$ cat config.mk
export PLATFORM = sky130hd
export DESIGN_NAME = debug_tx_serializer
export DESIGN_NICKNAME = d
export VERILOG_FILES = /design/src/rtl/debug_tx_serializer_pkg.sv /design/src/rtl/debug_tx_serializer.sv
export SDC_FILE = /design/constraint.sdc
export NUM_CORES = 1
export LEC_CHECK = 0
export BUFFER_PORTS_ARGS = -buffer_cell sky130_fd_sc_hd__buf_2
export CAP_MARGIN = 20
export CELL_PAD_IN_SITES_DETAIL_PLACEMENT = 1
export CELL_PAD_IN_SITES_GLOBAL_PLACEMENT = 1
export CORE_ASPECT_RATIO = 1.75
export CORE_MARGIN = 2
export CORE_UTILIZATION = 42
export CTS_CLUSTER_SIZE = 24
export DETAILED_ROUTE_END_ITERATION = 16
export PLACE_DENSITY = 0.89
export SETUP_SLACK_MARGIN = 0.3
export SLEW_MARGIN = 20
export SYNTH_ARGS = -nofsm -noshare
export SYNTH_HDL_FRONTEND = slang
export SYNTH_SLANG_ARGS = --single-unit
$ cat constraint.sdc
create_clock -name clk -period 4.2 [get_ports clk]
set_input_delay 0.63 -clock clk [delete_from_list [all_inputs] [get_ports clk]]
set_output_delay 0.63 -clock clk [all_outputs]
set_load 0.05 [all_outputs]
$ cat src/rtl/debug_tx_serializer_pkg.sv
`default_nettype none
// ============================================================================
//  Module      : debug_tx_serializer_pkg
//  Description : Shared debug-unit definitions: word geometry defaults and
//                the transmit-serializer state encoding.
//  Revision    : 1.0 - initial release
// ============================================================================
package debug_tx_serializer_pkg;

    // Bytes per debug word unless a block overrides it (legal range 1..4)
    localparam int c_n_bytes_default = 4;

    // Width of a byte index; four bytes at most per word
    localparam int c_idx_w = 2;

    // Serializer states, explicit two-bit encoding
    typedef enum logic [1:0] {
        ST_IDLE      = 2'd0,
        ST_START     = 2'd1,
        ST_WAIT_DONE = 2'd2,
        ST_FINISH    = 2'd3
    } dbg_tx_state_e;

endpackage
`default_nettype wire

$ cat src/rtl/debug_tx_serializer.sv
`default_nettype none
// ============================================================================
//  Module      : debug_tx_serializer
//  Description : Accepts debug words and feeds them one byte at a time to a
//                UART transmitter, handshaking on start/done pulses. Counts
//                bytes sent and flags the end of a dump after an i_last word.
//  Revision    : 1.0 - initial release
// ============================================================================
module debug_tx_serializer
    import debug_tx_serializer_pkg::*;
#(
    parameter int N_BYTES   = c_n_bytes_default,
    parameter bit MSB_FIRST = 1'b0
) (
    input  logic                 clk,
    input  logic                 rst,
    input  logic [8*N_BYTES-1:0] i_word,
    input  logic                 i_word_valid,
    input  logic                 i_last,
    output logic                 o_word_ready,
    output logic [7:0]           o_tx_data,
    output logic                 os_tx_start,
    input  logic                 is_tx_done,
    output logic                 o_busy,
    output logic                 o_dump_done,
    output logic [15:0]          o_byte_count
);

    localparam logic [c_idx_w-1:0] c_last_idx = c_idx_w'(N_BYTES - 1);

    dbg_tx_state_e          state_q;
    logic [8*N_BYTES-1:0]   word_q;
    logic                   last_q;
    logic [c_idx_w-1:0]     idx_q;
    logic [c_idx_w-1:0]     idx_d;
    logic [15:0]            count_q;
    logic [15:0]            count_d;
    logic                   word_ready_q;
    logic [7:0]             tx_data_q;
    logic                   tx_start_q;
    logic                   busy_q;
    logic                   dump_done_q;

    // Byte mux: map a transmit position to a byte lane, reversing the lane
    // order when the top byte must go out first.
    function automatic logic [7:0] pick_byte(input logic [8*N_BYTES-1:0] word,
                                             input logic [c_idx_w-1:0]   idx);
        logic [31:0]        wide;
        logic [c_idx_w-1:0] lane;
        logic [7:0]         b;
        wide = 32'(word);
        lane = MSB_FIRST ? (c_last_idx - idx) : idx;
        case (lane)
            2'd0:    b = wide[7:0];
            2'd1:    b = wide[15:8];
            2'd2:    b = wide[23:16];
            default: b = wide[31:24];
        endcase
        return b;
    endfunction

    // Next byte position and next count value
    always_comb begin
        idx_d   = idx_q + 1'b1;
        count_d = count_q + 16'd1;
    end

    // Serializer FSM; every output is registered and set on the transition
    // into the state that owns it, so pulses line up with their state.
    always_ff @(posedge clk) begin
        if (rst) begin
            state_q      <= ST_IDLE;
            word_q       <= '0;
            last_q       <= 1'b0;
            idx_q        <= '0;
            count_q      <= 16'd0;
            word_ready_q <= 1'b0;
            tx_data_q    <= 8'h00;
            tx_start_q   <= 1'b0;
            busy_q       <= 1'b0;
            dump_done_q  <= 1'b0;
        end else begin
            tx_start_q  <= 1'b0;
            dump_done_q <= 1'b0;
            case (state_q)
                ST_IDLE: begin
                    // Ready rises one cycle after reset release and stays up
                    word_ready_q <= 1'b1;
                    if (i_word_valid && word_ready_q) begin
                        word_q       <= i_word;
                        last_q       <= i_last;
                        idx_q        <= '0;
                        tx_data_q    <= pick_byte(i_word, '0);
                        tx_start_q   <= 1'b1;
                        word_ready_q <= 1'b0;
                        busy_q       <= 1'b1;
                        state_q      <= ST_START;
                    end
                end
                ST_START: begin
                    // A done coincident with the start pulse belongs to no byte
                    state_q <= ST_WAIT_DONE;
                end
                ST_WAIT_DONE: begin
                    if (is_tx_done) begin
                        count_q <= count_d;
                        if (idx_q != c_last_idx) begin
                            idx_q      <= idx_d;
                            tx_data_q  <= pick_byte(word_q, idx_d);
                            tx_start_q <= 1'b1;
                            state_q    <= ST_START;
                        end else if (last_q) begin
                            dump_done_q <= 1'b1;
                            state_q     <= ST_FINISH;
                        end else begin
                            word_ready_q <= 1'b1;
                            busy_q       <= 1'b0;
                            state_q      <= ST_IDLE;
                        end
                    end
                end
                ST_FINISH: begin
                    // Dump complete: restart the byte tally for the next dump
                    count_q      <= 16'd0;
                    word_ready_q <= 1'b1;
                    busy_q       <= 1'b0;
                    state_q      <= ST_IDLE;
                end
                default: begin
                    state_q <= ST_IDLE;
                end
            endcase
        end
    end

    assign o_word_ready = word_ready_q;
    assign o_tx_data    = tx_data_q;
    assign os_tx_start  = tx_start_q;
    assign o_busy       = busy_q;
    assign o_dump_done  = dump_done_q;
    assign o_byte_count = count_q;

endmodule
`default_nettype wire

==> metrics.log, run 1 <==
[metrics] cell area power density: 476 mW/mm^2
[metrics] count of pins on the block boundary: 65
[metrics] actual slew at the worst max-slew pin: 0.733 ns
[metrics] Max Clock Skew: 0.00785 ns
[metrics] number of setup buffers added after CTS: 0
[metrics] FMAX: 463 MHz
[metrics] classification of the worst-slack hold path: flop to flop
[metrics] overall die width: 66.9 um
[metrics] vias in the first global route: 2975
[metrics] register area share after synthesis: 44.8%
[metrics] syn avg cell area: 7.88 sq um
[metrics] Final setup viols: 0
[metrics] nets@finish: 465
[metrics] IO buf count: 64
[metrics] unrepaired setup endpoints after global routing: false
[metrics] number of sinks handled by clock tree synthesis: 65
[metrics] clock-pin slew of the registers on the worst-case setup and hold paths: 0.06 ns
[metrics] CP startpoint kind: flop
[metrics] setup tns final: 0 ns
[metrics] max_slew headroom: 51.0%
[metrics] total global routing overflow: 0
[metrics] CORE AREA: 0.00681 sq mm
[metrics] wire length of the first global-routing pass: 14.1 mm
[metrics] number of synthesis warnings: 0
[metrics] layout cells sized above 1: 21.5%
[metrics] classification of the worst setup path: flop to flop
[metrics] fraction of registers with async set or reset after synthesis: 0%
[metrics] Final Hold Viols: 0
[metrics] static power due to leakage: 0.00143 uW
[metrics] Worst-Skew Late Latency: 0.34 ns
[metrics] cell row count: 40
[metrics] Max clock buf depth: 2
[metrics] die footprint: 0.00763 sq mm
[metrics] total routing usage reported by global routing: 24.7%
[metrics] total routed wirelength: 8.46 mm
[metrics] worst supply voltage drop on vdd: 0.000298 V
[metrics] DRC violation count after routing: 0
[metrics] number of nets produced by synthesis: 412
[metrics] number of flops mapped to enable cells by yosys: 0
[metrics] number of H-tree branching levels: 3
[metrics] Syn-to-layout area delta: 23.1%
[metrics] pin count of the biggest net entering global routing: 53
[metrics] multi-input combinational cell area: 0.00146 sq mm
[metrics] maximum fanout along the worst path: 13
[metrics] number of search-and-repair iterations in the first detailed-routing pass: 4
[metrics] crit path capture type: flop
[metrics] storage element area: 0.00130 sq mm
[metrics] post-route clock period utilization: 51.4%
[metrics] TritonCTS clock tree: built
[metrics] status: completed
[metrics] clock buffer count from CTS: 9
[metrics] CP arrival: 2.41 ns
[metrics] average vias per placed instance: 5.53
[metrics] CTS resizes: 0
[metrics] Cell variety after synth: 45
[metrics] Die H: 114 um
[metrics] Routed wire per std cell: 16.6 um
[metrics] number of instances in the synthesized netlist: 369
[metrics] Initial Util: 42.7%
[metrics] antenna cell count: 0
[metrics] half-perimeter wire length after detailed placement: 5.98 mm
[metrics] hold buffers post-CTS: 0
[metrics] placer congestion estimate: 0.834
[metrics] number of antenna violations at the first check in global routing: 0
[metrics] netlist area before placement: 0.00291 sq mm
[metrics] count of pins over their slew limit: 0
[metrics] Filler cells: 891
[metrics] data required time at the worst endpoint: 4.45 ns
[metrics] antenna-violating nets left: 0
[metrics] CTS root buffer: clkbuf_16
[metrics] count of maximum capacitance violations: 0
[metrics] drt first-iter violations: 157
[metrics] predominant post-synthesis flop cell: dfxtp_1
[metrics] #FFs+latches synth: 65
[metrics] overall power of the completed layout: 1710 uW
[metrics] Vias: 2825
[metrics] final critical-path required period: 2.16 ns
-- routing by layer --
metal / GRT usage, % / wire, um / vias up
li1: - / - / 1396
met2: 43.0 / 4500 / 78
met5: 0 / 0 / -
met3: 6.39 / 315 / 29
met1: 25.9 / 3290 / 1322
met4: 14.6 / 361 / 0
-- state kept, by name, indices dropped and copies added (netlist names) --
| register | flops |
|---|---|
| idx_q | 2 |
| last_q | 1 |
| o_busy | 1 |
| o_byte_count | 16 |
| o_dump_done | 1 |
| o_tx_data | 8 |
| o_word_ready | 1 |
| os_tx_start | 1 |
| state_q | 2 |
| word_q | 32 |
-- report_power, final --
group          leakage [uW]  total (uW)  internal [uW]  switching (uW)
sequential         0.000529         669            647            21.7
clock              0.000166         872            595             277
combinational      0.000736         165           51.2             114
total               0.00143        1710           1290             413
-- layout by cell type (no fill, tap or decap), types with 7 or more instances in the layout --
cell         n
a21oi_1     45
a222oi_1     8
a31oi_1     12
buf_2       64
clkbuf_16    9
dfxtp_1     65
nand2_1    103
nand3_1      8
nor2_1      15
nor3_1       7
o21ai_0     25
-- cell usage after synthesis, drive strengths merged, types with 2 or more instances --
cell	number	area [sq um]
xor2	2	17.5
nor4	3	18.8
a31oi	12	75.1
a222oi	8	80.1
or4	3	23.8
and3	3	18.8
nor2	15	56.3
nand2b	2	12.5
or3	2	12.5
a21oi	45	225
buf	3	26.3
inv	5	18.8
dfxtp	65	1300
nor3	8	40.0
nand2	103	387
ha	6	75.1
o21ai	26	134
clkbuf	22	103
nand3b	3	22.5
nand4	5	52.6
and3b	2	17.5
nand3	8	40.0
nor2b	2	12.5
-- cell families (layout without fill, tap and decap cells) --
kind of cell    count (synthesis)  count (layout)  share of synthesized area [%]
mux                             2               2                          0.731
xor+xnor                        3               3                          0.904
simple gates                  164             164                           25.9
flops                          65              65                           44.8
fa+ha+maj                       6               6                           2.58
compound gates                 99              99                           20.0
buf+inv                        30              88                           5.08
-- worst paths after layout --
kind | cells after the start | startpoint | slack, ns | to
worst max register to register | 4 | state_q[1] | 2.04 | o_byte_count[7]
worst min register to register | 2 | word_q[24] | 0.45 | word_q[24]
worst min-delay path | 2 | word_q[24] | 0.45 | word_q[24]
worst max-delay path | 4 | state_q[1] | 2.04 | o_byte_count[7]
-- through the flow --
stage	setup WS, ns	utilization [%]	hold slack, ns	instances	area, sq um
floorplan	2.19	-	0.433	369	2910
global placement	2.06	47.4	0.442	494	3220
detailed placement	1.96	47.5	0.451	495	3240
CTS	2.04	52.6	0.458	511	3580
global route	1.76	52.6	0.466	511	3580
finish	2.04	52.6	0.455	511	3580
-- critical path: stages, from the launching register on --
cell and delay (ns):
dfxtp_1 0.59, nor2b_1 0.66, and2_1 0.39, o21ai_0 0.14, a311oi_1 0.28
-- layout make-up --
cell class / instances / area share, %
Multi-Input combinational cell: 274 / 40.9
Sequential cell: 65 / 36.3
Clock inverter: 5 / 2.87
Clock buffer: 11 / 6.78
Tap cell: 84 / 2.94
Timing Repair Buffer: 67 / 9.68
Inverter: 5 / 0.524
No activity file was read; power rests on OpenSTA's default activity.
==> run 2: changes to the inputs <==
- ABC_AREA: default -> 1
- CORE_UTILIZATION: 42 -> 38
- PLACE_DENSITY: 0.89 -> 0.83
- clock period: 4.2 -> 2.2 ns (I/O delays scaled with it)
==> metrics.log, run 2 <==
[metrics] status: completed
[metrics] register share of total power: 39.6%
[metrics] netlist area before placement: 0.00298 sq mm
[metrics] combinational power share: 21.6%
[metrics] top-area cell type share of the netlist area: 43.6%
[metrics] top cells by instance count after synthesis: 65 x dfxtp_1, 65 x nor2_1, 58 x nand2_1, 50 x a21oi_1, 47 x o21ai_0
[metrics] Initial Util: 39.4%
[metrics] ordered list of cells on the worst path: nor2_1, inv_2, nor2_8, inv_4, nand2_4, o21ai_0, a21oi_1
[metrics] classification of the worst-slack hold path: primary input to flop
[metrics] syn avg cell area: 7.26 sq um
[metrics] predominant post-synthesis flop cell: dfxtp_1
[metrics] routing usage on met2: 42.2%
[metrics] half-perimeter wire length after detailed placement: 6.45 mm
[metrics] Final Hold Viols: 0
[metrics] internal power of the cells: 2440 uW
[metrics] count of pins on the block boundary: 65
[metrics] overall die width: 71.0 um
[metrics] stage delay of the slowest cell on the critical path: 0.46 ns
[metrics] number of buffer and inverter stages on the critical path: 2
[metrics] utilization after layout: 48.2%
[metrics] static power due to leakage: 0.00167 uW
[metrics] gate family responsible for the most delay along the worst path: flip-flops
[metrics] count of pins over their slew limit: 0
[metrics] routing usage on met3: 3.65%
[metrics] data required time at the worst endpoint: 2.41 ns
[metrics] number of H-tree branching levels: 3
[metrics] storage element area: 0.00130 sq mm
[metrics] nets@finish: 514
[metrics] wire length of the first global-routing pass: 15.2 mm
[metrics] DRC violation count after routing: 0
[metrics] average vias per placed instance: 5.26
[metrics] total routed wirelength: 8.82 mm
[metrics] number of nets produced by synthesis: 454
[metrics] number of synthesis warnings: 0
[metrics] multi-input combinational cell area: 0.00142 sq mm
[metrics] FMAX: 603 MHz
[metrics] fraction of registers with async set or reset after synthesis: 0%
[metrics] Filler cells: 997
[metrics] clock-pin slew of the registers on the worst-case setup and hold paths: 0.06 ns
[metrics] crit path capture type: flop
[metrics] slowest cell on the critical path: dfxtp_1
[metrics] setup tns final: 0 ns
[metrics] vias in the first global route: 3253
[metrics] placer congestion estimate: 0.850
[metrics] classification of the worst setup path: flop to flop
[metrics] Worst-Skew Late Latency: 0.33 ns
[metrics] Worst Hold Margin: 0.222 ns
[metrics] Largest register FFs: 32
[metrics] clock buffer count from CTS: 9
[metrics] number of flops mapped to enable cells by yosys: 0
[metrics] CP arrival: 1.87 ns
[metrics] worst supply voltage drop on vdd: 0.000518 V
[metrics] Vias: 2969
[metrics] hold path start: i_word[23]
[metrics] final critical-path required period: 1.66 ns
[metrics] total global routing overflow: 0
[metrics] CTS root buffer: clkbuf_16
[metrics] cell area power density: 1000 mW/mm^2
[metrics] TritonCTS clock tree: built
[metrics] top area cells in the synthesized netlist: dfxtp_1 44%, a21oi_1 8.4%, nor2_1 8.2%, o21ai_0 7.9%, nand2_1 7.3%
[metrics] count of maximum capacitance violations: 0
[metrics] layout cells sized above 1: 20.6%
[metrics] Cell variety after synth: 31
[metrics] number of setup buffers added after CTS: 0
[metrics] top library cells by usage in the layout, fill and taps aside: 65 x nor2_1, 65 x dfxtp_1, 64 x buf_2
[metrics] post-route clock period utilization: 75.4%
[metrics] number of instances in the synthesized netlist: 411
[metrics] Die H: 121 um
[metrics] IO buf count: 64
[metrics] startpoint of the worst register-to-register path: state_q[1]
[metrics] number of antenna violations at the first check in global routing: 0
[metrics] unrepaired setup endpoints after global routing: false
[metrics] Synth area leader: dfxtp_1
[metrics] total routing usage reported by global routing: 22.5%
[metrics] most heavily used metal layer in global routing: met2
[metrics] overall power of the completed layout: 3660 uW
[metrics] CTS resizes: 0
[metrics] Max Clock Skew: 0.00276 ns
[metrics] max_slew headroom: 63.5%
[metrics] drt first-iter violations: 76
[metrics] Final setup viols: 0
[metrics] Max clock buf depth: 2
[metrics] number of sinks handled by clock tree synthesis: 65
[metrics] number of search-and-repair iterations in the first detailed-routing pass: 4
[metrics] #FFs+latches synth: 65
[metrics] die footprint: 0.00861 sq mm
[metrics] Routed wire per std cell: 15.6 um
[metrics] antenna-violating nets left: 0
[metrics] register area share after synthesis: 43.6%
[metrics] antenna cell count: 0
[metrics] maximum fanout along the worst path: 34
[metrics] Critical Path Start: state_q[1]
[metrics] hold buffers post-CTS: 0
[metrics] cell row count: 42
[metrics] share of total power in the clock network: 38.8%
[metrics] switching share of power: 33.2%
[metrics] Syn-to-layout area delta: 22.2%
[metrics] CP startpoint kind: flop
[metrics] CORE AREA: 0.00757 sq mm
[metrics] actual slew at the worst max-slew pin: 0.548 ns
[metrics] register with the most flip-flops: word_q
[metrics] pin count of the biggest net entering global routing: 35
[metrics] met1 Resource Use GR: 23.5%
[metrics] sw power: 1220 uW
-- run 2: cell types whose count changed in the layout (fill, tap and decap cells not counted), sizes merged, moves of 12 or more --
cell	delta
nor2	+52
nand2	-41
inv	+37
o21ai	+23
nand3	+17
a31oi	-12
-- run 2: area by class of cell --
type	count	area share [%]
multi-input combinational	285	39.0
inverter	42	4.60
clock buffer	9	6.17
timing repair buffer	68	9.61
sequential	65	35.7
tap	88	3.02
clock inverter	7	1.96
-- run 2: cells by family after synthesis --
family	share of synthesized area (%)
and+or+nand+nor	24.2
adders and majority gates	2.52
DFF	43.6
buffers and inverters	8.76
AOI/OAI and AO/OA	20.9
-- run 2: final timing paths --
path	end	slack (ns)	cells after the start
max	o_tx_data[1]	0.54	7
min	word_q[23]	0.22	3
max reg2reg	o_tx_data[1]	0.54	7
min reg2reg	word_q[26]	0.48	2
-- run 2: power by group through the flow --
stage          Clock, uW  Sequential, uW  Combinational [uW]
2_1_floorplan          0            1600                 439
3_3_place_gp           0            1460                 771
3_5_place_dp           0            1470                 790
4_1_cts             1440            1450                 800
5_1_grt             1500            1460                 884
6_report            1420            1450                 791
-- run 2: routing by layer --
metal / vias to the layer above / share of wire (%)
met3: 20 / 2.6
met1: 1407 / 39
met2: 65 / 56
li1: 1477 / -
met5: - / 0
met4: 0 / 2.6
-- run 2: worst reg2reg max path, cell delays in order, from the launching register on --
cell and delay, ns:
dfxtp_1 0.46, nor2_1 0.12, inv_2 0.12, nor2_8 0.04, inv_4 0.27, nand2_4 0.21
o21ai_0 0.24, a21oi_1 0.07
-- run 2: metrics by stage --
step	worst slack, ns	instances	instance area, sq um
6_report	0.541	564	3650
5_1_grt	0.343	564	3650
4_1_cts	0.548	564	3650
3_5_place_dp	0.557	548	3350
3_3_place_gp	0.642	548	3350
2_1_floorplan	0.455	411	2980
==> run 3: changes to the inputs <==
- ABC_AREA: 1 -> 0
- CORE_UTILIZATION: 38 -> 39
- PLACE_DENSITY: 0.83 -> 0.84
- clock period: 2.2 -> 1.55 ns (I/O delays scaled with it)
==> metrics.log, run 3 (synthesized netlist as in run 1, its figures left out) <==
[metrics] status: complete, but fails checks
[metrics] violations in the final reports: negative setup slack
[metrics] IO buf count: 64
[metrics] Syn-to-layout area delta: 55.9%
[metrics] setup tns final: -0.192 ns
[metrics] count of maximum capacitance violations: 0
[metrics] data required time at the worst endpoint: 1.81 ns
[metrics] clock buffer count from CTS: 9
[metrics] CTS root buffer: clkbuf_16
[metrics] Initial Util: 40.2%
[metrics] sw power: 1230 uW
[metrics] register with the most flip-flops: word_q
[metrics] CP startpoint kind: flop
[metrics] crit path setup slack, layout: -0.104 ns
[metrics] total routing usage reported by global routing: 25.9%
[metrics] total routed wirelength: 13.0 mm
[metrics] internal power of the cells: 3230 uW
[metrics] FMAX: 604 MHz
[metrics] Routed wire per std cell: 23.1 um
[metrics] Largest register FFs: 32
[metrics] nets@finish: 516
[metrics] classification of the worst setup path: flop to flop
[metrics] total global routing overflow: 0
[metrics] static power due to leakage: 0.00179 uW
[metrics] clock-pin slew of the registers on the worst-case setup and hold paths: 0.06 ns
[metrics] pre-CTS setup slack: -0.00577 ns
[metrics] cell area power density: 984 mW/mm^2
[metrics] Final setup viols: 3
[metrics] vias in the first global route: 3287
[metrics] number of buffer and inverter stages on the critical path: 0
[metrics] maximum fanout along the worst path: 3
[metrics] TritonCTS clock tree: built
[metrics] Worst-Skew Late Latency: 0.34 ns
[metrics] antenna cell count: 0
[metrics] DRC violation count after routing: 0
[metrics] worst supply voltage drop on vdd: 0.000713 V
[metrics] classification of the worst-slack hold path: primary input to flop
[metrics] Die H: 118 um
[metrics] CORE AREA: 0.00723 sq mm
[metrics] number of sinks handled by clock tree synthesis: 65
[metrics] actual slew at the worst max-slew pin: 0.458 ns
[metrics] final critical-path required period: 1.65 ns
[metrics] Worst Hold Margin: 0.133 ns
[metrics] share of total power in the clock network: 44.3%
[metrics] number of search-and-repair iterations in the first detailed-routing pass: 5
[metrics] ordered list of cells on the worst path: nand4_1, or4_4, or3_1, a31oi_1
[metrics] pin count of the biggest net entering global routing: 35
[metrics] hold buffers post-CTS: 0
[metrics] cell row count: 41
[metrics] unrepaired setup endpoints after global routing: true
[metrics] switching share of power: 27.6%
[metrics] post-route clock period utilization: 107%
[metrics] drt first-iter violations: 160
[metrics] layout cells sized above 1: 44.1%
[metrics] antenna-violating nets left: 0
[metrics] crit path capture type: flop
[metrics] register share of total power: 40.1%
[metrics] number of antenna violations at the first check in global routing: 0
[metrics] Max clock buf depth: 2
[metrics] top library cells by usage in the layout, fill and taps aside: 102 x nand2_1, 52 x buf_2, 45 x dfxtp_1
[metrics] Max Clock Skew: 0.00754 ns
[metrics] Vias: 3336
[metrics] gate family responsible for the most delay along the worst path: simple AND/OR/NAND/NOR gates
[metrics] CP arrival: 1.91 ns
[metrics] stage delay of the slowest cell on the critical path: 0.51 ns
[metrics] post-route standard cell area excluding fillers: 0.00453 sq mm
[metrics] count of pins on the block boundary: 65
[metrics] die footprint: 0.00819 sq mm
[metrics] placer congestion estimate: 0.892
[metrics] wire length of the first global-routing pass: 16.7 mm
[metrics] count of pins over their slew limit: 0
[metrics] combinational power share: 15.6%
[metrics] slowest cell on the critical path: or4_4
[metrics] number of H-tree branching levels: 3
[metrics] overall power of the completed layout: 4460 uW
[metrics] most common cell after layout, fill and taps aside: nand2_1
[metrics] max_slew headroom: 69.5%
[metrics] placed instance area: 0.00355 sq mm
[metrics] average vias per placed instance: 5.91
[metrics] half-perimeter wire length after detailed placement: 6.56 mm
[metrics] Filler cells: 825
[metrics] overall die width: 69.3 um
[metrics] Final Hold Viols: 0
run 3: power groups by stage:
| stage | logic (uW) | registers (uW) | clock network, uW |
|---|---|---|---|
| finish | 696 | 1790 | 1980 |
| global route | 736 | 1800 | 2070 |
| CTS | 524 | 1780 | 1970 |
| detailed placement | 496 | 1810 | 0 |
| global placement | 488 | 1810 | 0 |
| floorplan | 247 | 1900 | 0 |
run 3: final cells by class:
type,count,area (sq um),area share (%)
clock buffer,12,236,5.22
inverter,5,21.3,0.469
multi-input combinational,275,1810,40.0
tap,86,108,2.37
timing repair buffer,117,936,20.6
sequential,65,1370,30.3
clock inverter,4,43.8,0.966
run 3: metal layers:
layer	track usage (%)	part of all wire (%)	vias up
li1	-	-	1511
met1	25.9	35	1640
met2	47.8	54	131
met3	5.97	4.1	54
met4	14.7	6.7	0
met5	0	0	-
run 3: tightest hold or removal path, cell delays in order:
cell and delay (ns):
buf_2 0.10, nand2_1 0.04, a21oi_1 0.05
run 3: what timing repair did:
item / 4_1_cts / 5_1_grt
setup endpoints to repair: 65 / 73
pin swaps: 7 / 21
setup buffers: 9 / 16
gates resized for setup: 28 / 95
cloned: 0 / 6
run 3: path summary, 6_finish.rpt:
kind	start	to	slack (ns)	cells after the start
setup reg to reg	o_byte_count[0]	o_byte_count[15]	-0.10	4
hold reg to reg	word_q[9]	word_q[9]	0.46	2
hold / removal	i_word[10]	word_q[10]	0.13	3
setup / recovery	o_byte_count[0]	o_byte_count[15]	-0.10	4
run 3: metrics by stage:
step | utilization (%) | cells
floorplan | - | 369
global placement | 49.0 | 517
detailed placement | 49.0 | 517
CTS | 55.3 | 542
global route | 62.7 | 564
finish | 62.7 | 564
